## config.mk

```make
export PLATFORM = sky130hd
export DESIGN_NAME = lap_controller
export DESIGN_NICKNAME = d
export VERILOG_FILES = /design/src/rtl/stopwatch_pkg.sv /design/src/rtl/lap_buffer.sv /design/src/rtl/lap_controller.sv
export SDC_FILE = /design/constraint.sdc
export NUM_CORES = 1
export LEC_CHECK = 0
export ABC_AREA = 1
export BUFFER_PORTS_ARGS = -buffer_cell sky130_fd_sc_hd__buf_4
export CAP_MARGIN = 15
export CORE_MARGIN = 1
export CORE_UTILIZATION = 35
export CTS_BUF_LIST = sky130_fd_sc_hd__clkbuf_2
export DETAILED_ROUTE_END_ITERATION = 6
export PLACE_DENSITY = 0.6
export SKIP_LAST_GASP = 1
export SYNTH_ARGS = -nofsm -noshare
export SYNTH_HDL_FRONTEND = slang
export SYNTH_SLANG_ARGS = --single-unit
```

## constraint.sdc

```tcl
create_clock -name clk100_i -period 7.6 [get_ports clk100_i]
set_clock_uncertainty 0.15 [all_clocks]
set_input_delay 0 -clock clk100_i [delete_from_list [all_inputs] [get_ports clk100_i]]
set_output_delay 0 -clock clk100_i [all_outputs]
set_load 0.01 [all_outputs]
```

## src/rtl/stopwatch_pkg.sv

```systemverilog
// Shared stopwatch types: lap FSM state and BCD lap record.
// Imported by lap_controller and lap_buffer.
package stopwatch_pkg;

  typedef enum logic [1:0] {
    LIVE   = 2'd0,
    FREEZE = 2'd1,
    RECALL = 2'd2
  } lap_state_t;

  typedef struct packed {
    logic [3:0] s10;
    logic [3:0] s1;
    logic [3:0] ms100;
    logic [3:0] ms10;
  } lap_time_t;

endpackage

```

## src/rtl/lap_buffer.sv

```systemverilog
// DEPTH-entry ring store of lap times with write/oldest pointers and count.
// Ports: clk, rst, clr, wr, wr_data in; rd_off (from oldest) in; rd_data, count, full, empty out.
module lap_buffer
  import stopwatch_pkg::*;
#(
  parameter int DEPTH = 4,
  parameter int PW    = $clog2(DEPTH),
  parameter int CW    = PW + 1
) (
  input  logic          clk,
  input  logic          rst,
  input  logic          clr,
  input  logic          wr,
  input  lap_time_t     wr_data,
  input  logic [PW-1:0] rd_off,
  output lap_time_t     rd_data,
  output logic [CW-1:0] count,
  output logic          full,
  output logic          empty
);

  lap_time_t     mem [DEPTH];
  logic [PW-1:0] wr_ptr;
  logic [PW-1:0] old_ptr;
  logic [PW-1:0] rd_ptr;

  assign full  = (count == CW'(DEPTH));
  assign empty = (count == '0);

  // DEPTH is a power of two, so pointer sums wrap naturally
  assign rd_ptr  = old_ptr + rd_off;
  assign rd_data = mem[rd_ptr];

  always_ff @(posedge clk) begin
    if (rst || clr) begin
      wr_ptr  <= '0;
      old_ptr <= '0;
      count   <= '0;
    end else if (wr) begin
      wr_ptr <= wr_ptr + PW'(1);
      // a write while full replaces the oldest entry
      if (full)
        old_ptr <= old_ptr + PW'(1);
      else
        count <= count + CW'(1);
    end
  end

  always_ff @(posedge clk) begin
    if (wr)
      mem[wr_ptr] <= wr_data;
  end

endmodule

```

## src/rtl/lap_controller.sv

```systemverilog
// Stopwatch lap capture/freeze/recall controller with registered BCD display.
// Ports: clk100_i, rst_i, lap/recall/clear pulses, running_i, live digits in;
// display digits, lap_idx_o, lap_count_o, empty_o, full_o, recall_o out.
// Define LAP_OVERWRITE_EN to let a capture while full replace the oldest lap.
module lap_controller
  import stopwatch_pkg::*;
#(
  parameter int DEPTH       = 4,
  parameter int HOLD_CYCLES = 100000000
) (
  input  logic                     clk100_i,
  input  logic                     rst_i,
  input  logic                     lap_s_i,
  input  logic                     recall_s_i,
  input  logic                     clear_s_i,
  input  logic                     running_i,
  input  logic [3:0]               ms10_i,
  input  logic [3:0]               ms100_i,
  input  logic [3:0]               s1_i,
  input  logic [3:0]               s10_i,
  output logic [3:0]               ms10_o,
  output logic [3:0]               ms100_o,
  output logic [3:0]               s1_o,
  output logic [3:0]               s10_o,
  output logic [$clog2(DEPTH):0]   lap_idx_o,
  output logic [$clog2(DEPTH):0]   lap_count_o,
  output logic                     empty_o,
  output logic                     full_o,
  output logic                     recall_o
);

  localparam int PW = $clog2(DEPTH);
  localparam int IW = PW + 1;
  localparam int TW = $clog2(HOLD_CYCLES + 1);

`ifdef LAP_OVERWRITE_EN
  localparam bit OVW = 1'b1;
`else
  localparam bit OVW = 1'b0;
`endif

  lap_state_t    state, state_n;
  logic [TW-1:0] timer, timer_n;
  logic [PW-1:0] rec_off, rec_off_n;
  logic          cap;
  logic          cap_ok;
  logic [IW-1:0] count;
  logic [IW-1:0] last;
  logic          full, empty;
  logic [PW-1:0] rd_off;
  lap_time_t     live, rd_data, disp;
  logic [IW-1:0] idx;

  assign live = {s10_i, s1_i, ms100_i, ms10_i};
  assign last = count - IW'(1);

  assign cap_ok = lap_s_i && running_i && (!full || OVW);

  always_comb begin
    state_n   = state;
    timer_n   = timer;
    rec_off_n = rec_off;
    cap       = 1'b0;
    if (clear_s_i) begin
      state_n   = LIVE;
      timer_n   = '0;
      rec_off_n = '0;
    end else begin
      unique case (state)
        LIVE: begin
          if (cap_ok) begin
            cap     = 1'b1;
            state_n = FREEZE;
            timer_n = TW'(HOLD_CYCLES - 1);
          end else if (recall_s_i && !empty) begin
            state_n   = RECALL;
            rec_off_n = '0;
          end
        end
        FREEZE: begin
          if (cap_ok) begin
            cap     = 1'b1;
            timer_n = TW'(HOLD_CYCLES - 1);
          end else if (timer == '0) begin
            state_n = LIVE;
          end else begin
            timer_n = timer - TW'(1);
          end
        end
        RECALL: begin
          if (recall_s_i) begin
            if ({1'b0, rec_off} == last) begin
              state_n   = LIVE;
              rec_off_n = '0;
            end else begin
              rec_off_n = rec_off + PW'(1);
            end
          end
        end
        default: state_n = LIVE;
      endcase
    end
  end

  always_ff @(posedge clk100_i) begin
    if (rst_i) begin
      state   <= LIVE;
      timer   <= '0;
      rec_off <= '0;
    end else begin
      state   <= state_n;
      timer   <= timer_n;
      rec_off <= rec_off_n;
    end
  end

  // FREEZE shows the newest lap; RECALL walks from the oldest
  assign rd_off = (state == RECALL) ? rec_off : last[PW-1:0];

  lap_buffer #(
    .DEPTH (DEPTH)
  ) u_buf (
    .clk     (clk100_i),
    .rst     (rst_i),
    .clr     (clear_s_i),
    .wr      (cap && !rst_i),
    .wr_data (live),
    .rd_off  (rd_off),
    .rd_data (rd_data),
    .count   (count),
    .full    (full),
    .empty   (empty)
  );

  always_ff @(posedge clk100_i) begin
    if (rst_i) begin
      disp <= '0;
      idx  <= '0;
    end else begin
      unique case (state)
        FREEZE: begin
          disp <= rd_data;
          idx  <= count;
        end
        RECALL: begin
          disp <= rd_data;
          idx  <= {1'b0, rec_off} + IW'(1);
        end
        default: begin
          disp <= live;
          idx  <= '0;
        end
      endcase
    end
  end

  assign s10_o       = disp.s10;
  assign s1_o        = disp.s1;
  assign ms100_o     = disp.ms100;
  assign ms10_o      = disp.ms10;
  assign lap_idx_o   = idx;
  assign lap_count_o = count;
  assign empty_o     = empty;
  assign full_o      = full;
  assign recall_o    = (state == RECALL);

endmodule
```

==> impl_metrics.env, run 1 <==
export IMPL_worstHoldStart="rst_i"
export IMPL_ys_top_cells_by_count="169 x nand2_1, 93 x nor2_1, 82 x inv_1"
export IMPL_p_seq_share_pct=46.6
export IMPL_grt_max_degree=34
export IMPL_ant_nets=0
export IMPL_crit_path_max_fanout=13
export IMPL_synth_adder_area_share_pct=2.830
export IMPL_power_density_nw_per_um2=223.9
export IMPL_track_usage_pct=16.69
export IMPL_vias_per_cell=4.559
export IMPL_synth_mux_area_share_pct=2.787
export IMPL_post_cts_buffers=0
export IMPL_tritoncts="built"
export IMPL_clk_pin_slew_ns=0.21
export IMPL_wl_per_cell_um=13.04
export IMPL_die_area_um2=16940
export IMPL_p_int_uw=1036
export IMPL_drc=0
export IMPL_critical_path_class="reg2reg"
export IMPL_placedCellCount=929
export IMPL_hp_class="in2reg"
export IMPL_cts_hold_buf=43
export IMPL_finalHoldViolCount=0
export IMPL_max_cap_violations=0
export IMPL_grt_overflow=0
export IMPL_drive_gt1_share_pct=13.45
export IMPL_critPathArrivalTime_ns=4.28
export IMPL_tightest_slew_ns=0.7775
export IMPL_synthTopCellsByArea="edfxtp_1 33%, dfxtp_1 20%, nand2_1 11%, nor2_1 6.1%, inv_1 5.4%"
export IMPL_die_y_um=130.1
export IMPL_clk_path_buf_depth=2
export IMPL_comb_power_share_pct=23.7
export IMPL_hold_depth=5
export IMPL_grt_pass1_wl_um=21200
export IMPL_initial_core_util_pct=36.05
export IMPL_synth_seq_area_share_pct=53.30
export IMPL_htreeDepth=4
export IMPL_syn_inst=682
export IMPL_synth_edf_count=64
export IMPL_root_buffer="clkbuf_2"
export IMPL_cp_start_kind="flop"
export IMPL_post_route_period_util_pct=49.90
export IMPL_rrSetupSlack_ns=3.81
export IMPL_setup_tns_ns=0
export IMPL_final_max_slew_viol_count=0
export IMPL_place_gp_congestion=0.8376
export IMPL_area_growth_synth_to_final_pct=21.36
export IMPL_synthDistinctLibCells=32
export IMPL_first_pass_iters=5
export IMPL_synth_top_area_share_pct=33.44
export IMPL_routed_wl_um=13100
export IMPL_relSlewSlack_pct=48.17
export IMPL_io_pins=47
export IMPL_p_sw_uw=525.4
export IMPL_fin_crit_ns=3.793
export IMPL_rows=46
export IMPL_critical_path_required_ns=8.09
export IMPL_synth_xor_area_share_pct=0.5879
export IMPL_hold_path_end="ms100_o[2]"
export IMPL_portBuffers=46
export IMPL_vias=4582
export IMPL_die_w_um=130.1
export IMPL_synth_simple_gate_area_share_pct=23.21
export IMPL_clk_latency_ns=0.72
export IMPL_fin_cells=1005
export IMPL_antenna_found_initial=1
export IMPL_placed_area_um2=6269
export IMPL_clock_sinks=121
export IMPL_synth_top_family_by_area="simple AND/OR/NAND/NOR gates"
export IMPL_numCtsBuffers=17
export IMPL_yosys_cell_count_top_type="nand2_1"
export IMPL_ctsResizeCount=0
export IMPL_switching_share_pct=33.64
export IMPL_outcome="completed"
export IMPL_hpwl_um=8155
export IMPL_rr_worst_depth=11
export IMPL_setup_viol=0
export IMPL_reg2reg_from="u_buf.count[0]"
export IMPL_clockPowerShare_pct=29.7
export IMPL_grt_pass1_vias=4290
export IMPL_final_core_util_pct=43.75
export IMPL_syn_mean_instance_area_um2=8.426
export IMPL_peakVddDrop_uv=79.62
export IMPL_rsz0062_at_grt="false"
export IMPL_crit_start="u_buf.count[0]"
export IMPL_ys_warn_count=0
export IMPL_worstSetupEndpointType="flop"
export IMPL_drtIter0Drc=250
export IMPL_synth_area_leader_cell="edfxtp_1"
export IMPL_fin_area_um2=6974
export IMPL_regToRegEndpoint="state[0]"
export IMPL_yosys_register_bits=121
export IMPL_syn_num_nets=717
export IMPL_async_flop_share_pct=0
export IMPL_design_core_area_um2=15940
export IMPL_synth_compound_area_share_pct=9.101
export IMPL_leakagePower_uw=0.003092
export IMPL_fmax_ghz=0.2637
export IMPL_nNetsFinal=810
export IMPL_ys_dominant_reg_cell="edfxtp_1"
export IMPL_synth_area_um2=5747
-- layout make-up --
type,count,area (µm²)
Tap cell,216,270.3
Clock buffer,17,85.08
Inverter,84,316.6
Fill cell,1586,8969
Antenna cell,1,2.502
Multi-Input combinational cell,454,2213
Timing Repair Buffer,97,835.8
Clock inverter,15,187.7
Sequential cell,121,3063
-- flip-flops by register name, summed over array words and instances (netlist names) --
| register | cells |
|---|---|
| state | 2 |
| u_buf.count | 3 |
| ms100_o | 4 |
| u_buf.old_ptr | 2 |
| u_buf.mem | 64 |
| s10_o | 4 |
| u_buf.wr_ptr | 2 |
| s1_o | 4 |
| ms10_o | 4 |
| timer | 27 |
| lap_idx_o | 3 |
| rec_off | 2 |
-- per-stage QoR --
| stage | hold WS (ns) | worst slack, ns | power (µW) |
|---|---|---|---|
| CTS | 0.02506 | 3.827 | 1577 |
| floorplan | -0.05113 | 4.993 | 1008 |
| global route | 0.04855 | 3.563 | 1660 |
| global placement | 0.06556 | 4.652 | 1090 |
| finish | 0.1054 | 3.807 | 1562 |
| detailed placement | 0.06683 | 4.592 | 1091 |
-- how the worst max path moves through the flow --
stage	cells after the start	slack (ns)	endpoint
final	11	3.81	state[0]
after global routing	11	3.56	state[0]
after CTS	11	3.83	state[0]
after detailed placement	16	4.59	ms10_o[2]
after global placement	16	4.65	s1_o[1]
after floorplan	9	4.99	u_buf.mem[0][0]
-- per-layer routing --
layer  vias up  share of wire (%)  track usage [%]  wire [µm]
li1       2401                  -                -          -
met1      2084                 47            20.43       6102
met2        88                 48            28.00       6354
met3         9                4.0            4.674        518
met4         0               0.98            6.019        129
met5         -                  0                0          0
-- cells by family (layout without fill, tap and decap cells) --
family	after synthesis	in the layout
compound gates	100	100
xor+xnor	3	3
fa+ha+maj	13	13
buf+inv	107	213
flops	121	121
mux	16	16
other cells	0	1
simple gates	322	322
-- power by group through the flow --
stage	logic (µW)	clock network, µW	registers, µW
after floorplan	265	0	743
after global placement	347	0	742
after detailed placement	349	0	742
after CTS	370	478	728
after global routing	422	506	731
final	370	463	728
-- placed cells by master (no fill, tap or decap), types with 3 or more instances in the layout --
master	instances
edfxtp_1	64
inv_6	6
o21ai_0	48
buf_4	54
inv_1	82
mux2i_1	16
dlygate4sd3_1	43
dfxtp_1	57
a21oi_1	28
o21ai_1	16
nor2_1	93
nor3_1	5
a21oi_2	3
or2_2	3
ha_1	13
nand2_1	169
bufinv_16	3
nand4_1	8
nand3_1	34
clkinvlp_4	3
nor2_2	5
clkbuf_2	17
-- worst max-delay path, cell delays in order (launching register included) --
cell and delay (ns):
dfxtp_1 0.46, inv_1 0.14, ha_1 0.24, nand2_1 0.10
nand3_1 0.42, o211ai_1 0.24, dlygate4sd3_1 0.57, nand3_1 0.11
nor2_1 0.12, dlygate4sd3_1 0.57, nor2_1 0.04, dlygate4sd3_1 0.55
No activity file was read; power rests on OpenSTA's default activity.
==> inputs of run 2 (changes only) <==
--- a/config.mk
+++ b/config.mk
@@ -5,14 +5,14 @@
 export SDC_FILE = /design/constraint.sdc
 export NUM_CORES = 1
 export LEC_CHECK = 0
-export ABC_AREA = 1
+export ABC_AREA = 0
 export BUFFER_PORTS_ARGS = -buffer_cell sky130_fd_sc_hd__buf_4
 export CAP_MARGIN = 15
 export CORE_MARGIN = 1
 export CORE_UTILIZATION = 35
 export CTS_BUF_LIST = sky130_fd_sc_hd__clkbuf_2
 export DETAILED_ROUTE_END_ITERATION = 6
-export PLACE_DENSITY = 0.6
+export PLACE_DENSITY = 0.62
 export SKIP_LAST_GASP = 1
 export SYNTH_ARGS = -nofsm -noshare
 export SYNTH_HDL_FRONTEND = slang
==> constraint.sdc (replaced) <==
create_clock -name clk100_i -period 3.28 [get_ports clk100_i]
set_clock_uncertainty 0.15 [all_clocks]
set_input_delay 0 -clock clk100_i [delete_from_list [all_inputs] [get_ports clk100_i]]
set_output_delay 0 -clock clk100_i [all_outputs]
set_load 0.01 [all_outputs]
==> run 2 against run 1 <==
Compared with the run above: the flow now finishes with violations (DRC); clock power increased by 120%; sequential cell count stayed put; sequential power increased by 130%; design area fell by 6.6%; synthesized cell count fell by 38%; sequential share of layout area rose by 3.1 points; critical path depth is the same; first-iteration DRC count down 14%; global-route usage decreased by 1.0 points; register-to-register slack worse by 3.5 ns; die area shrank 7.7%; critical path type unchanged; largest power group unchanged.
==> impl_metrics.env, run 2 <==
export IMPL_outcome="finished, violations left"
export IMPL_violations="DRC"
export IMPL_grt_pass1_vias=3819
export IMPL_crit_path_max_fanout=6
export IMPL_rrSetupSlack_ns=0.35
export IMPL_fmax_ghz=0.3417
export IMPL_first_pass_iters=7
export IMPL_clk_latency_ns=0.66
export IMPL_final_max_slew_viol_count=0
export IMPL_syn_num_nets=457
export IMPL_synth_seq_area_share_pct=57.84
export IMPL_hp_class="in2reg"
export IMPL_p_int_uw=2248
export IMPL_crit_end="timer[16]"
export IMPL_clockPowerShare_pct=33.0
export IMPL_largest_reg_flops=64
export IMPL_crit_start="u_buf.count[0]"
export IMPL_regToRegEndpoint="timer[16]"
export IMPL_area_growth_synth_to_final_pct=23.04
export IMPL_hold_ws_ns=0.1086
export IMPL_yosys_register_bits=121
export IMPL_ys_top_cells_by_count="64 x edfxtp_1, 57 x dfxtp_1, 28 x nand2_1"
export IMPL_place_gp_congestion=0.8082
export IMPL_htreeDepth=4
export IMPL_synthTopCellsByArea="edfxtp_1 36%, dfxtp_1 22%, mux4_2 6.8%, ha_1 3.1%, a31o_2 2.8%"
export IMPL_fin_cells=715
export IMPL_placedCellCount=644
export IMPL_clock_sinks=121
export IMPL_antenna_found_initial=0
export IMPL_ys_warn_count=0
export IMPL_die_area_um2=15630
export IMPL_grt_max_degree=34
export IMPL_power_density_nw_per_um2=473.7
export IMPL_synth_top_area_share_pct=36.29
export IMPL_worstSetupEndpointType="flop"
export IMPL_nNetsFinal=553
export IMPL_setup_tns_ns=0
export IMPL_die_y_um=125
export IMPL_setup_viol=0
export IMPL_post_cts_buffers=0
export IMPL_relSlewSlack_pct=38.71
export IMPL_worstHoldStart="s10_i[3]"
export IMPL_synth_edf_count=64
export IMPL_rows=44
export IMPL_switching_share_pct=27.16
export IMPL_final_core_util_pct=44.49
export IMPL_fin_crit_ns=2.926
export IMPL_hpwl_um=7098
export IMPL_vias_per_cell=5.283
export IMPL_die_w_um=125
export IMPL_comb_power_share_pct=13.5
export IMPL_clk_pin_slew_ns=0.18
export IMPL_critPathArrivalTime_ns=3.40
export IMPL_tritoncts="built"
export IMPL_critical_path_required_ns=3.75
export IMPL_reg2reg_from="u_buf.count[0]"
export IMPL_ys_dominant_reg_cell="edfxtp_1"
export IMPL_synth_area_leader_cell="edfxtp_1"
export IMPL_drive_gt1_share_pct=25.61
export IMPL_syn_inst=422
export IMPL_vias=3777
export IMPL_finalHoldViolCount=0
export IMPL_syn_mean_instance_area_um2=12.55
export IMPL_design_core_area_um2=14640
export IMPL_grt_pass1_wl_um=18860
export IMPL_rsz0062_at_grt="false"
export IMPL_n_antenna_cell=0
export IMPL_numCtsBuffers=17
export IMPL_initial_core_util_pct=36.16
export IMPL_dp_worst_setup_slack_ns=0.4874
export IMPL_peakVddDrop_uv=229.7
export IMPL_io_pins=47
export IMPL_layout_commonest_cell="edfxtp_1"
export IMPL_ant_nets=0
export IMPL_max_cap_violations=0
export IMPL_drc=14
export IMPL_track_usage_pct=15.68
export IMPL_post_route_worst_setup_slack_ns=0.3536
export IMPL_critical_path_class="reg2reg"
export IMPL_final_cell_mix="64 x edfxtp_1, 62 x buf_4, 57 x dfxtp_1, 39 x dlygate4sd3_1, 28 x nand2_1"
export IMPL_top_regs="u_buf.mem x64, timer x27"
export IMPL_yosys_cell_count_top_type="edfxtp_1"
export IMPL_root_buffer="clkbuf_2"
export IMPL_n_fill_cell=1362
export IMPL_synthDistinctLibCells=57
export IMPL_leakagePower_uw=0.002377
export IMPL_ctsResizeCount=0
export IMPL_synth_area_um2=5295
export IMPL_routed_wl_um=11460
export IMPL_drtIter0Drc=215
export IMPL_grt_overflow=0
export IMPL_p_sw_uw=838.1
export IMPL_tightest_slew_ns=0.9194
export IMPL_post_route_period_util_pct=89.22
export IMPL_regMostFlops="u_buf.mem"
export IMPL_async_flop_share_pct=0
export IMPL_rr_worst_depth=11
export IMPL_clk_path_buf_depth=2
export IMPL_p_seq_share_pct=53.6
export IMPL_portBuffers=46
export IMPL_cp_start_kind="flop"
export IMPL_wl_per_cell_um=16.03
export IMPL_cts_hold_buf=39
-- run 2: cells by family (layout without fill, tap and decap cells) --
logic type,count (synthesis),count (layout),synth area share (%)
xor gates and xnor gates,8,8,1.323
DFF,121,121,57.84
adders and majority gates,13,13,3.072
buffers and inverters,35,144,3.237
muxes,19,19,7.373
and+or+nand+nor,142,142,15.29
AOI/OAI and AO/OA,84,84,11.86
-- run 2: final cells by class --
type	count	area (µm²)	share of cell area, %
Clock buffer	17	85.08	1.306
Clock inverter	15	173.9	2.669
Inverter	11	41.29	0.6338
Multi-Input combinational cell	266	2066	31.71
Sequential cell	121	3063	47.01
Tap cell	184	230.2	3.534
Timing Repair Buffer	101	855.8	13.14
-- run 2: worst min path at each step --
| stage | end | slack (ns) | depth (start not counted) |
|---|---|---|---|
| 6_report | s10_o[3] | 0.11 | 4 |
| 5_1_grt | ms10_o[3] | 0.03 | 4 |
| 4_1_cts | s10_o[3] | 0.05 | 4 |
| 3_5_place_dp | u_buf.mem[2][4] | 0.06 | 1 |
| 3_3_place_gp | u_buf.mem[0][9] | 0.06 | 1 |
| 2_1_floorplan | u_buf.mem[0][0] | -0.05 | 0 |
-- run 2: metrics by stage --
stage / total power [µW] / instance area (µm²)
6_report: 3086 / 6515
5_1_grt: 3236 / 6515
4_1_cts: 3120 / 6515
3_5_place_dp: 2064 / 5866
3_3_place_gp: 2051 / 5866
2_1_floorplan: 1937 / 5295
-- run 2: worst max-delay path, cell delays in order, from the launching register on --
cell	delay [ns]
dfxtp_1	0.49
inv_1	0.12
ha_1	0.23
nand2_1	0.15
inv_1	0.13
o21ai_0	0.18
buf_4	0.16
o21ai_1	0.13
buf_4	0.20
o21ai_0	0.21
o311a_1	0.20
dlygate4sd3_1	0.54
-- run 2: routing by layer --
metal / global-route usage [%] / vias to the layer above / share of wire, %
li1: - / 1831 / -
met4: 6.671 / 0 / 1.6
met1: 18.84 / 1860 / 44
met2: 27.14 / 71 / 50
met3: 3.423 / 15 / 4.0
met5: 0 / - / 0
-- run 2: power groups by stage --
stage | sequential, µW | clock, µW | combinational, µW
finish | 1650 | 1020 | 416
global route | 1660 | 1120 | 455
CTS | 1650 | 1050 | 417
detailed placement | 1690 | 0 | 379
global placement | 1680 | 0 | 368
floorplan | 1690 | 0 | 250
==> inputs of run 3 (changes only) <==
--- a/config.mk
+++ b/config.mk
@@ -9,10 +9,10 @@
 export BUFFER_PORTS_ARGS = -buffer_cell sky130_fd_sc_hd__buf_4
 export CAP_MARGIN = 15
 export CORE_MARGIN = 1
-export CORE_UTILIZATION = 35
+export CORE_UTILIZATION = 56
 export CTS_BUF_LIST = sky130_fd_sc_hd__clkbuf_2
 export DETAILED_ROUTE_END_ITERATION = 6
-export PLACE_DENSITY = 0.62
+export PLACE_DENSITY = 0.88
 export SKIP_LAST_GASP = 1
 export SYNTH_ARGS = -nofsm -noshare
 export SYNTH_HDL_FRONTEND = slang
==> run 3 against run 2 <==
Compared with the run above: the run now ends clean; combinational power barely moved; highest routed layer unchanged; sequential power barely moved; largest power group unchanged; first-iteration DRC count fell by 17%; global-route usage rose by 11 points.
==> impl_metrics.env, run 3 (synthesis gave the netlist of run 2 again) <==
export IMPL_largest_reg_flops=64
export IMPL_io_pins=47
export IMPL_clk_latency_ns=0.66
export IMPL_n_antenna_cell=0
export IMPL_die_area_um2=9849
export IMPL_critPathArrivalTime_ns=3.29
export IMPL_clk_path_buf_depth=2
export IMPL_comb_power_share_pct=14.2
export IMPL_clock_sinks=121
export IMPL_top_regs="u_buf.mem x64, timer x27"
export IMPL_final_cell_mix="64 x edfxtp_1, 59 x buf_4, 57 x dfxtp_1, 40 x dlygate4sd3_1, 28 x nand2_1"
export IMPL_placed_area_um2=5752
export IMPL_power_uw=2920
export IMPL_regMostFlops="u_buf.mem"
export IMPL_fin_crit_ns=2.888
export IMPL_clockPowerShare_pct=29.1
export IMPL_hold_depth=4
export IMPL_rr_worst_depth=9
export IMPL_root_buffer="clkbuf_2"
export IMPL_initial_core_util_pct=57.58
export IMPL_ant_nets=0
export IMPL_multi_input_area_um2=2066
export IMPL_finalHoldViolCount=0
export IMPL_grt_pass1_vias=4079
export IMPL_critical_path_class="reg2reg"
export IMPL_post_cts_buffers=0
export IMPL_relSlewSlack_pct=39.79
export IMPL_p_seq_share_pct=56.7
export IMPL_rows=35
export IMPL_first_pass_iters=5
export IMPL_tightest_slew_ns=0.9032
export IMPL_wl_per_cell_um=19.08
export IMPL_crit_path_max_fanout=27
export IMPL_seqCellArea_um2=3063
export IMPL_grt_overflow=0
export IMPL_setup_viol=0
export IMPL_antenna_found_initial=0
export IMPL_area_growth_synth_to_final_pct=20.09
export IMPL_hp_class="in2reg"
export IMPL_fmax_ghz=0.3463
export IMPL_hpwl_um=7159
export IMPL_placedCellCount=568
export IMPL_drive_gt1_share_pct=25.71
export IMPL_nNetsFinal=551
export IMPL_numCtsBuffers=17
export IMPL_worstSetupEndpointType="flop"
export IMPL_fin_cells=640
export IMPL_n_fill_cell=609
export IMPL_critical_path_required_ns=3.68
export IMPL_place_gp_congestion=0.8171
export IMPL_grt_pass1_wl_um=19750
export IMPL_layout_commonest_cell="edfxtp_1"
export IMPL_routed_wl_um=12210
export IMPL_post_route_period_util_pct=88.05
export IMPL_leakagePower_uw=0.002342
export IMPL_max_cap_violations=0
export IMPL_cp_start_kind="flop"
export IMPL_htreeDepth=4
export IMPL_fin_area_um2=6359
export IMPL_die_y_um=99.24
export IMPL_final_max_slew_viol_count=0
export IMPL_power_density_nw_per_um2=459.3
export IMPL_rsz0062_at_grt="false"
export IMPL_vias=3887
export IMPL_grt_max_degree=34
export IMPL_outcome="completed"
export IMPL_vias_per_cell=6.073
export IMPL_portBuffers=46
export IMPL_track_usage_pct=26.39
export IMPL_drc=0
export IMPL_tritoncts="built"
export IMPL_drtIter0Drc=178
export IMPL_peakVddDrop_uv=229.0
export IMPL_die_w_um=99.24
export IMPL_p_int_uw=2039
export IMPL_clk_pin_slew_ns=0.21
export IMPL_setup_tns_ns=0
export IMPL_hold_ws_ns=0.1304
export IMPL_design_core_area_um2=9196
export IMPL_switching_share_pct=30.16
export IMPL_p_sw_uw=880.9
==> run 3: cell types whose count changed in the layout (fill, tap and decap cells not counted), moves of 2 or more <==
cell	delta
inv_6	+3
clkinvlp_4	+2
buf_4	-3
bufinv_16	-3
clkinv_1	-3
==> run 3: stage by stage <==
stage / utilization, % / worst slack [ns]
floorplan: - / 0.09383
global placement: 62.54 / 0.6229
detailed placement: 62.54 / 0.5356
CTS: 69.14 / 0.4595
global route: 69.14 / 0.1944
finish: 69.14 / 0.3920
==> run 3: worst paths after layout <==
kind | end | slack [ns] | from
max | timer[23] | 0.39 | u_buf.count[0]
min | ms10_o[1] | 0.13 | ms10_i[1]
max reg2reg | timer[23] | 0.39 | u_buf.count[0]
min reg2reg | timer[10] | 0.34 | timer[10]
==> run 3: routing by layer <==
layer | up-vias | GRT usage [%] | part of all wire [%]
met2 | 148 | 47.01 | 53
met5 | - | 0 | 0
met4 | 0 | 12.78 | 2.7
met1 | 1883 | 30.06 | 39
met3 | 34 | 5.903 | 5.2
li1 | 1822 | - | -
==> run 3: worst max-delay path: stages (launching register included) <==
cell,delay (ns)
dfxtp_1,0.44
inv_1,0.18
ha_1,0.20
nand2_1,0.13
inv_1,0.21
o21ai_0,0.12
buf_4,0.16
o31ai_4,0.76
nor2_1,0.11
o311a_1,0.31
==> run 3: final cells by class <==
class                   count  area share (%)
multi-input cells         266           32.49
well taps                 111           2.184
clock buffers              18           1.417
inverters                  11          0.6494
clock inverters            14           1.830
flip-flops and latches    121           48.17
repair buffers             99           13.26
==> run 3: repair_timing <==
item / 4_1_cts / 5_1_grt
endpoints found under the hold margin: 130 / 0
hold buffers: 40 / 0
resized for setup: 0 / 0
==> run 3: power groups by stage <==
| stage | Combinational, µW | Sequential [µW] | Clock, µW |
|---|---|---|---|
| 2_1_floorplan | 250 | 1690 | 0 |
| 3_3_place_gp | 351 | 1680 | 0 |
| 3_5_place_dp | 368 | 1690 | 0 |
| 6_report | 416 | 1650 | 849 |
| 4_1_cts | 407 | 1650 | 847 |
| 5_1_grt | 451 | 1660 | 927 |
